--- src/rtl/logic_unit_pkg.sv ---
// -----------------------------------------------------------------------------
// logic_unit_pkg
//
// Shared definitions for the logic-unit arbiter slice:
//   - opcode encodings understood by the shared bitwise unit
//   - FSM state encoding of the arbiter's response register
// -----------------------------------------------------------------------------
package logic_unit_pkg;

  // Bitwise opcodes, all applied lane-wise across the full operand width.
  localparam logic [1:0] OP_AND  = 2'b00;
  localparam logic [1:0] OP_OR   = 2'b01;
  localparam logic [1:0] OP_NAND = 2'b10;
  localparam logic [1:0] OP_XOR  = 2'b11;

  // ST_IDLE: response register empty.
  // ST_RESP: response register holds a result not yet taken by the consumer.
  typedef enum logic [0:0] {
    ST_IDLE = 1'b0,
    ST_RESP = 1'b1
  } state_t;

endpackage

--- src/rtl/logic_unit.sv ---
// -----------------------------------------------------------------------------
// logic_unit
//
// Purely combinational WIDTH-bit bitwise unit shared by all requesters.
//
// Ports:
//   op  in  2      opcode (OP_AND / OP_OR / OP_NAND / OP_XOR)
//   a   in  WIDTH  operand A
//   b   in  WIDTH  operand B
//   y   out WIDTH  result
// -----------------------------------------------------------------------------
module logic_unit
  import logic_unit_pkg::*;
#(
  parameter int WIDTH = 4
) (
  input  logic [1:0]       op,
  input  logic [WIDTH-1:0] a,
  input  logic [WIDTH-1:0] b,
  output logic [WIDTH-1:0] y
);

  always_comb begin
    y = '0;
    case (op)
      OP_AND:  y = a & b;
      OP_OR:   y = a | b;
      OP_NAND: y = ~(a & b);
      OP_XOR:  y = a ^ b;
      default: y = '0;
    endcase
  end

endmodule

--- src/rtl/logic_unit_arbiter.sv ---
// -----------------------------------------------------------------------------
// logic_unit_arbiter
//
// Round-robin arbiter and sequencer sharing one bitwise logic unit between
// N_REQ requesters. One request is accepted per transaction, its result is
// computed through the shared unit and captured in a registered response
// channel tagged with the requester index.
//
// Handshake semantics (both channels):
//   A transfer happens on a rising clk edge where valid and ready are both
//   high. A source holds its payload stable while valid is high and not yet
//   accepted. Requesters may drop req_valid before acceptance; the response
//   side holds rsp_y/rsp_id stable while rsp_valid is high and rsp_ready low.
//
// Ports:
//   clk        in   1            rising-edge clock
//   rst        in   1            synchronous active-high reset
//   req_valid  in   N_REQ        per-requester request valid
//   req_ready  out  N_REQ        per-requester accept, one-hot or zero
//   req_op     in   2*N_REQ      opcode of requester i at [2i+1:2i]
//   req_a      in   WIDTH*N_REQ  operand A of requester i at [WIDTH*i +: WIDTH]
//   req_b      in   WIDTH*N_REQ  operand B, same slicing
//   rsp_valid  out  1            response valid (registered)
//   rsp_ready  in   1            response consumer ready
//   rsp_id     out  ID_W         requester that owns rsp_y (registered)
//   rsp_y      out  WIDTH        result (registered)
//   dbg_state  out  1            FSM state (0 = IDLE, 1 = RESP) for observation
// -----------------------------------------------------------------------------
module logic_unit_arbiter
  import logic_unit_pkg::*;
#(
  parameter  int WIDTH = 4,
  parameter  int N_REQ = 2,
  localparam int ID_W  = $clog2(N_REQ)
) (
  input  logic                   clk,
  input  logic                   rst,
  input  logic [N_REQ-1:0]       req_valid,
  output logic [N_REQ-1:0]       req_ready,
  input  logic [2*N_REQ-1:0]     req_op,
  input  logic [WIDTH*N_REQ-1:0] req_a,
  input  logic [WIDTH*N_REQ-1:0] req_b,
  output logic                   rsp_valid,
  input  logic                   rsp_ready,
  output logic [ID_W-1:0]        rsp_id,
  output logic [WIDTH-1:0]       rsp_y,
  output logic                   dbg_state
);

  // ---------------------------------------------------------------------------
  // State
  // ---------------------------------------------------------------------------
  state_t            r_state;
  logic [ID_W-1:0]   r_last_grant;
  logic              r_rsp_valid;
  logic [ID_W-1:0]   r_rsp_id;
  logic [WIDTH-1:0]  r_rsp_y;

  // ---------------------------------------------------------------------------
  // Arbitration
  // ---------------------------------------------------------------------------
  logic              w_can_accept;
  logic              w_found;
  logic [ID_W-1:0]   w_winner;
  logic              w_xfer;
  logic [1:0]        w_op;
  logic [WIDTH-1:0]  w_a;
  logic [WIDTH-1:0]  w_b;
  logic [WIDTH-1:0]  w_y;

  // The output register can take a new result when it is empty, or when its
  // current content is being consumed on this same edge. Reset blocks any
  // transfer so nothing is accepted in the reset cycle.
  assign w_can_accept = !rst && ((r_state == ST_IDLE) || rsp_ready);

  // Round-robin search starting just above the last grant. Done as two
  // passes over fixed indices: first the requesters numbered above
  // r_last_grant, then the wrapped ones from 0 up to r_last_grant. The first
  // valid hit wins, which is the same as scanning (last+1) mod N_REQ upward.
  always_comb begin
    w_found  = 1'b0;
    w_winner = '0;
    for (int i = 0; i < N_REQ; i++) begin
      if (!w_found && req_valid[i] && (ID_W'(i) > r_last_grant)) begin
        w_found  = 1'b1;
        w_winner = ID_W'(i);
      end
    end
    for (int i = 0; i < N_REQ; i++) begin
      if (!w_found && req_valid[i] && (ID_W'(i) <= r_last_grant)) begin
        w_found  = 1'b1;
        w_winner = ID_W'(i);
      end
    end
  end

  assign w_xfer = w_can_accept && w_found;

  // Ready and operand mux decode the same winner index so the grant and the
  // operands feeding the shared unit can never disagree.
  always_comb begin
    req_ready = '0;
    w_op      = '0;
    w_a       = '0;
    w_b       = '0;
    for (int i = 0; i < N_REQ; i++) begin
      if (w_winner == ID_W'(i)) begin
        req_ready[i] = w_xfer;
        w_op         = req_op[2*i +: 2];
        w_a          = req_a[WIDTH*i +: WIDTH];
        w_b          = req_b[WIDTH*i +: WIDTH];
      end
    end
  end

  // ---------------------------------------------------------------------------
  // Shared logic unit
  // ---------------------------------------------------------------------------
  logic_unit #(
    .WIDTH (WIDTH)
  ) u_logic_unit (
    .op (w_op),
    .a  (w_a),
    .b  (w_b),
    .y  (w_y)
  );

  // ---------------------------------------------------------------------------
  // FSM, round-robin pointer and response register
  // ---------------------------------------------------------------------------
  // r_last_grant resets to the top index so requester 0 wins the first slot.
  always_ff @(posedge clk) begin
    if (rst) begin
      r_state      <= ST_IDLE;
      r_last_grant <= ID_W'(N_REQ - 1);
      r_rsp_valid  <= 1'b0;
      r_rsp_id     <= '0;
      r_rsp_y      <= '0;
    end else begin
      case (r_state)
        ST_IDLE: begin
          if (w_xfer) begin
            r_state      <= ST_RESP;
            r_rsp_valid  <= 1'b1;
            r_rsp_id     <= w_winner;
            r_rsp_y      <= w_y;
            r_last_grant <= w_winner;
          end
        end
        ST_RESP: begin
          // Without rsp_ready nothing changes: the held response stays put.
          if (rsp_ready) begin
            if (w_xfer) begin
              // Back-to-back: old result leaves, new one lands on this edge.
              r_rsp_valid  <= 1'b1;
              r_rsp_id     <= w_winner;
              r_rsp_y      <= w_y;
              r_last_grant <= w_winner;
            end else begin
              r_state     <= ST_IDLE;
              r_rsp_valid <= 1'b0;
            end
          end
        end
        default: begin
          r_state     <= ST_IDLE;
          r_rsp_valid <= 1'b0;
        end
      endcase
    end
  end

  assign rsp_valid = r_rsp_valid;
  assign rsp_id    = r_rsp_id;
  assign rsp_y     = r_rsp_y;
  assign dbg_state = (r_state == ST_RESP);

endmodule

--- config.mk ---
export PLATFORM = sky130hd
export DESIGN_NAME = logic_unit_arbiter
export DESIGN_NICKNAME = d
export VERILOG_FILES = /design/src/rtl/logic_unit_pkg.sv /design/src/rtl/logic_unit.sv /design/src/rtl/logic_unit_arbiter.sv
export SDC_FILE = /design/constraint.sdc
export NUM_CORES = 1
export LEC_CHECK = 0
export CELL_PAD_IN_SITES_DETAIL_PLACEMENT = 1
export CELL_PAD_IN_SITES_GLOBAL_PLACEMENT = 1
export CORE_MARGIN = 2
export CORE_UTILIZATION = 30
export DETAILED_ROUTE_END_ITERATION = 8
export GPL_TIMING_DRIVEN = 0
export PLACE_DENSITY = 0.81
export SLEW_MARGIN = 20
export SYNTH_ARGS = -nofsm -noshare
export SYNTH_HDL_FRONTEND = slang
export SYNTH_HIERARCHICAL = 1
export SYNTH_SLANG_ARGS = --single-unit
export TNS_END_PERCENT = 10
--- constraint.sdc ---
create_clock -name clk -period 3.14 [get_ports clk]
set_input_delay 0.942 -clock clk [delete_from_list [all_inputs] [get_ports clk]]
set_output_delay 0.942 -clock clk [all_outputs]
set_load 0.01 [all_outputs]
==> metrics.md <==
| Metric | Value |
|---|---|
| Run status | `complete, no violations` |
| Sequential Power Share | `0.344` |
| Die Area | `0.00277 mm²` |
| DRT Pass-1 Iters | `4` |
| Synthesized Nets | `117` |
| Cell count after synthesis | `84` |
| Initial antenna violation count | `0` |
| Crit-path cells | `dlygate4sd2_1 -> or3_1 -> buf_2 -> nor2_1 -> clkdlybuf4s15_2` |
| Drt initial violations | `3` |
| Post-Route Skew | `0.000282 ns` |
| Number of port buffers | `33` |
| Hold WS | `0.459 ns` |
| Crit path arrival time | `2.12 ns` |
| Register area share after synthesis | `0.226` |
| Startpoint Class | `primary input` |
| Max-cap violation count | `0` |
| Period Utilization, post-route | `0.975` |
| Setup slack after layout | `0.0782 ns` |
| Share of layout cells above drive strength 1 | `0.183` |
| Netlist Area Pre-Place | `709 µm²` |
| Largest net degree at the start of global routing | `11` |
| DR WL/cell | `11.6 µm` |
| HPWL Detailed | `1460 µm` |
| DP Area | `0.00107 mm²` |
| Area Overhead vs Synth | `56.1%` |
| Top-area cell type share of the netlist area | `0.226` |
| Clock power share | `0.224` |
| Htree depth | `1` |
| Total power | `0.349 mW` |
| Tightest Pin Transition | `0.308 ns` |
| Logic pwr share | `0.433` |
| Critical path's largest stage delay | `0.38 ns` |
| CTS Hold Buffers Added | `0` |
| Hold Crit Depth | `2` |
| Num CTS Buffers | `3` |
| Slowest library cell on the worst path | `or3_1` |
| DRC viols | `0` |
| GR Util met3 | `0.0200` |
| Synthesis-stage register bit count | `8` |
| Crit Path Max Fanout | `8` |
| First-pass GRT wire length | `2830 µm` |
| Clock slew at reported path FFs | `0.05 ns` |
| Final core occ | `0.496` |
| Commonest cells after routing, fill and taps aside | `clkdlybuf4s50_1 (27), inv_1 (16), mux2_2 (10)` |
| # clock sinks | `8` |
| Crit path kind | `in -> out` |
| Met2 GRT Util | `0.290` |
| Worst Path Required | `2.20 ns` |
| Initial Util | `0.318` |
| Die Wd | `52.6 µm` |
| Slew headroom | `0.795` |
| Antenna viol nets, final | `0` |
| Most common cell after layout, fill and taps aside | `clkdlybuf4s50_1` |
| GR peak layer | `met2` |
| Max Slew Vio Count | `0` |
| Root Driver | `clkbuf_4` |
| Antenna cells | `0` |
| CP endpoint kind | `output pin` |
| Yosys warns | `6` |
| Die Ht | `52.6 µm` |
| Clk buf depth | `2` |
| Min Tclk post-route | `3.06 ns` |
| Gr usage total | `0.139` |
| R2R depth | `9` |
| Pwr/cell area | `315 mW/mm²` |
| Gp weighted congestion | `0.636` |
| Synth area leader | `dfxtp_1` |
| Lkg Pwr | `0.519 nW` |
| CTS tree | `built` |
| Final net count | `155` |
| P_int | `0.244 mW` |
| Ports | `34` |
| GR Util met1 | `0.123` |
| Largest cells by area after synthesis | `dfxtp_1 (23%), mux2_2 (16%), ha_1 (14%)` |
| IR drop worst, VDD | `0.164 mV` |
| Core area | `0.00223 mm²` |
| Final setup vio count | `0` |
| Min-delay worst type | `reg -> reg` |
| Sw frac | `0.299` |
| Fmax | `0.327 GHz` |
| Clk_lat worst skew | `0.25 ns` |
| Fin area | `0.00111 mm²` |
| Switching power | `0.104 mW` |
| Final Hold Vio Count | `0` |
| Vias in the first global route | `725` |
| RSZ-0062 raised after global routing | `false` |
| Worst slack at placement | `-0.513 ns` |
| Via count | `700` |
| Unique masters post-synth | `22` |
| Grt total ovfl | `0` |
| Mean Syn Cell Area | `8.45 µm²` |
| Total wire length | `1720 µm` |
| Via density per instance | `4.73` |
| Row count | `17` |
==> Yosys cell counts, drive strengths merged <==
master,instances
mux2i,3
o211ai,4
a31o,1
nand2,2
nor2,8
o21ai,4
a211o,1
inv,16
a21boi,1
xor2,4
mux2,10
nor4b,1
or3,1
nand3,1
a21oi,5
nor3,1
buf,4
ha,8
dfxtp,8
nor2b,1
==> final timing paths <==
check | end | startpoint | slack (ns)
worst max register to register | rsp_y[3]$_SDFFE_PP0P_ | r_last_grant$_SDFFE_PP1P_ | 1.18
worst min-delay path | rsp_valid$_SDFFE_PP0P_ | rsp_valid$_SDFFE_PP0P_ | 0.46
worst max-delay path | req_ready[0] | rst | 0.08
worst min register to register | rsp_valid$_SDFFE_PP0P_ | rsp_valid$_SDFFE_PP0P_ | 0.46
==> cell families (layout without fill, tap and decap cells) <==
logic type | after synthesis | in the layout | synth area share
buf+inv | 20 | 56 | 0.125
flops | 8 | 8 | 0.226
compound gates | 16 | 16 | 0.141
simple gates | 15 | 15 | 0.116
mux | 13 | 13 | 0.201
xor+xnor | 4 | 4 | 0.0494
fa+ha+maj | 8 | 8 | 0.141
==> worst max-delay path, delay by kind of cell <==
kind	cells	cell delay, ns
buffers and inverters	3	0.71
and+or+nand+nor	2	0.47
==> power by group through the flow <==
stage | logic, mW | clock network (mW) | registers (mW)
2_1_floorplan | 0.0780 | 0 | 0.126
3_3_place_gp | 0.147 | 0 | 0.121
3_5_place_dp | 0.153 | 0 | 0.122
4_1_cts | 0.154 | 0.0796 | 0.120
5_1_grt | 0.168 | 0.0873 | 0.121
6_report | 0.151 | 0.0780 | 0.120
==> through the flow <==
stage | setup TNS [ns] | cells
floorplan | 0 | 84
global placement | -0.916 | 145
detailed placement | -1.23 | 145
CTS | 0 | 148
global route | 0 | 148
finish | 0 | 148
==> sequential cells by signal (all words and copies together) (netlist names) <==
signal and cells:
dbg_state 1, r_last_grant 1, rsp_id 1, rsp_valid 1, rsp_y 4
==> area by class of cell <==
type | count | area, µm²
sequential | 8 | 160
multi-input combinational | 56 | 475
timing repair buffer | 33 | 325
inverter | 16 | 60.1
fill | 278 | 1130
clock buffer | 3 | 22.5
tap | 28 | 35.0
buffer | 4 | 28.8
==> per-layer routing <==
layer | wire, µm | vias up
li1 | - | 350
met4 | 42 | 0
met2 | 908 | 27
met5 | 0 | -
met3 | 119 | 4
met1 | 649 | 319
==> repair_timing <==
action | 4_1_cts | 5_1_grt
setup endpoints to repair | 2 | 0
gates resized for setup | 11 | 0
hold endpoints to repair | 0 | 0
buffers inserted | 0 | 0
No activity file was read; power rests on OpenSTA's default activity.
==> RTL change (same flow settings) <==
`WIDTH` is set to 4 in 2 places; all go to 5.
--- a/src/rtl/logic_unit.sv
+++ b/src/rtl/logic_unit.sv
@@ -12,7 +12,7 @@
 module logic_unit
   import logic_unit_pkg::*;
 #(
-  parameter int WIDTH = 4
+  parameter int WIDTH = 5
 ) (
   input  logic [1:0]       op,
   input  logic [WIDTH-1:0] a,
--- a/src/rtl/logic_unit_arbiter.sv
+++ b/src/rtl/logic_unit_arbiter.sv
@@ -29,7 +29,7 @@
 module logic_unit_arbiter
   import logic_unit_pkg::*;
 #(
-  parameter  int WIDTH = 4,
+  parameter  int WIDTH = 5,
   parameter  int N_REQ = 2,
   localparam int ID_W  = $clog2(N_REQ)
 ) (
Ports: changed (resized req_a, req_b and rsp_y); port bits go from 34 to 39. The function was not compared with the original's and may differ.
==> RTL change against the unedited design <==
Total power grew 18%; global-route usage rose by 0.26 points; combinational power grew 23%; setup slack got worse by 0.029 ns; cell area is 20% higher; sequential power increased by 13%; wire length increased by 26%; die area is 19% higher; area after synthesis is 20% higher; critical endpoint unchanged; sequential cell count grew 1; largest power group unchanged; critical path depth increased by 1; register-to-register slack better by 0.06 ns.
==> RTL change: results (changes against the unedited design) <==
status:
  status: "completed"  # unchanged
critical_path:
  crit_slowest_cell: "or3_4"  # was or3_1
  max_stage_delay_ns: 0.34  # was 0.38 ns
  reg2reg_slack_ns: 1.24  # was 1.18 ns
  arrival_ns: 2.15  # was 2.12 ns
  worstPathMaxFanout: 9  # was 8
clock_network:
  cts_setup_buffers: 1  # was 0
cells_and_area:
  finalNetCount: 183  # was 155
  fin_cells: 174  # was 148
  drive_gt1_share_pct: 20.3  # was 18.3%
placed_design:
  hpwl_mm: 1.76  # was 1.46 mm
  dpl_cell_area_um2: 1270  # was 1070 µm²
  globalplace.congestion: 0.733  # was 0.636
  portBuffers: 38  # was 33
sta:
  worst_slew_pin_slew_ns: 0.261  # was 0.308 ns
  skew_ns: 0.00385  # was 0.000282 ns
synth:
  synthTopCellsByArea: "dfxtp_1 21%, mux2_2 16%, ha_1 15%"  # was dfxtp_1 23%, mux2_2 16%, ha_1 14%
  yosysSeqAreaShare_pct: 21.1  # was 22.6%
  synth_nets: 139  # was 117
  synthCells: 100  # was 84
  synthTopCellsByCount: "20 x inv_1, 12 x mux2_2, 10 x ha_1, 9 x dfxtp_1, 9 x nor2_1"  # was 16 x inv_1, 10 x mux2_2, 8 x dfxtp_1, 8 x ha_1, 8 x nor2_1
power:
  peakVddDrop_mv: 0.253  # was 0.164 mV
  leakagePower_nw: 0.627  # was 0.519 nW
route:
  drtIter0Drc: 19  # was 3
  dr.pass1.iters: 2  # was 4
global_routing:
  grt_pass1_wl_mm: 3.64  # was 2.83 mm
RTL change: cell types whose count changed after synthesis, moves of 2 or more:
cell	before	now
mux2_2	10	12
ha_1	8	10
buf_6	1	3
inv_1	16	20
RTL change: cell families (layout without fill, tap and decap cells):
family | Yosys count | in the layout | share of synthesized area [%]
mux | 16 | 16 | 20.6
flops | 9 | 9 | 21.1
xor+xnor | 5 | 5 | 5.14
compound gates | 19 | 19 | 14.2
simple gates | 16 | 16 | 9.98
buf+inv | 25 | 68 | 14.2
fa+ha+maj | 10 | 10 | 14.7
RTL change: worst max-delay path by stage:
stage / start / to / slack [ns] / cells after the start
2_1_floorplan: req_valid[1] / req_ready[1] / 0.44 / 2
3_3_place_gp: req_valid[1] / req_ready[1] / -0.63 / 4
3_5_place_dp: req_valid[1] / req_ready[1] / -0.72 / 4
4_1_cts: rsp_ready / req_ready[0] / 0.009 / 7
5_1_grt: req_valid[0] / req_ready[0] / 0.001 / 6
6_report: req_valid[0] / req_ready[0] / 0.05 / 6
RTL change: layout make-up:
class                           instances  area (µm²)
Fill cell                             337        1400
Multi-Input combinational cell         66         581
Timing Repair Buffer                   39         380
Sequential cell                         9         180
Inverter                               20        75.1
Buffer                                  5        48.8
Tap cell                               31        38.8
Clock buffer                            4        26.3
RTL change: layer usage:
layer  GRT usage, %  vias to the layer above  routed length (µm)
li1               -                      416                   -
met2           26.9                       29                1130
met1           15.3                      365                 893
met3           1.81                        2                 129
met5              0                        -                   0
met4           6.98                        0                  14
RTL change: stage by stage:
step           power (mW)  worst slack, ns
6_report            0.411           0.0490
5_1_grt             0.442          0.00125
4_1_cts             0.421          0.00875
3_5_place_dp        0.323           -0.716
3_3_place_gp        0.313           -0.632
2_1_floorplan       0.239            0.439
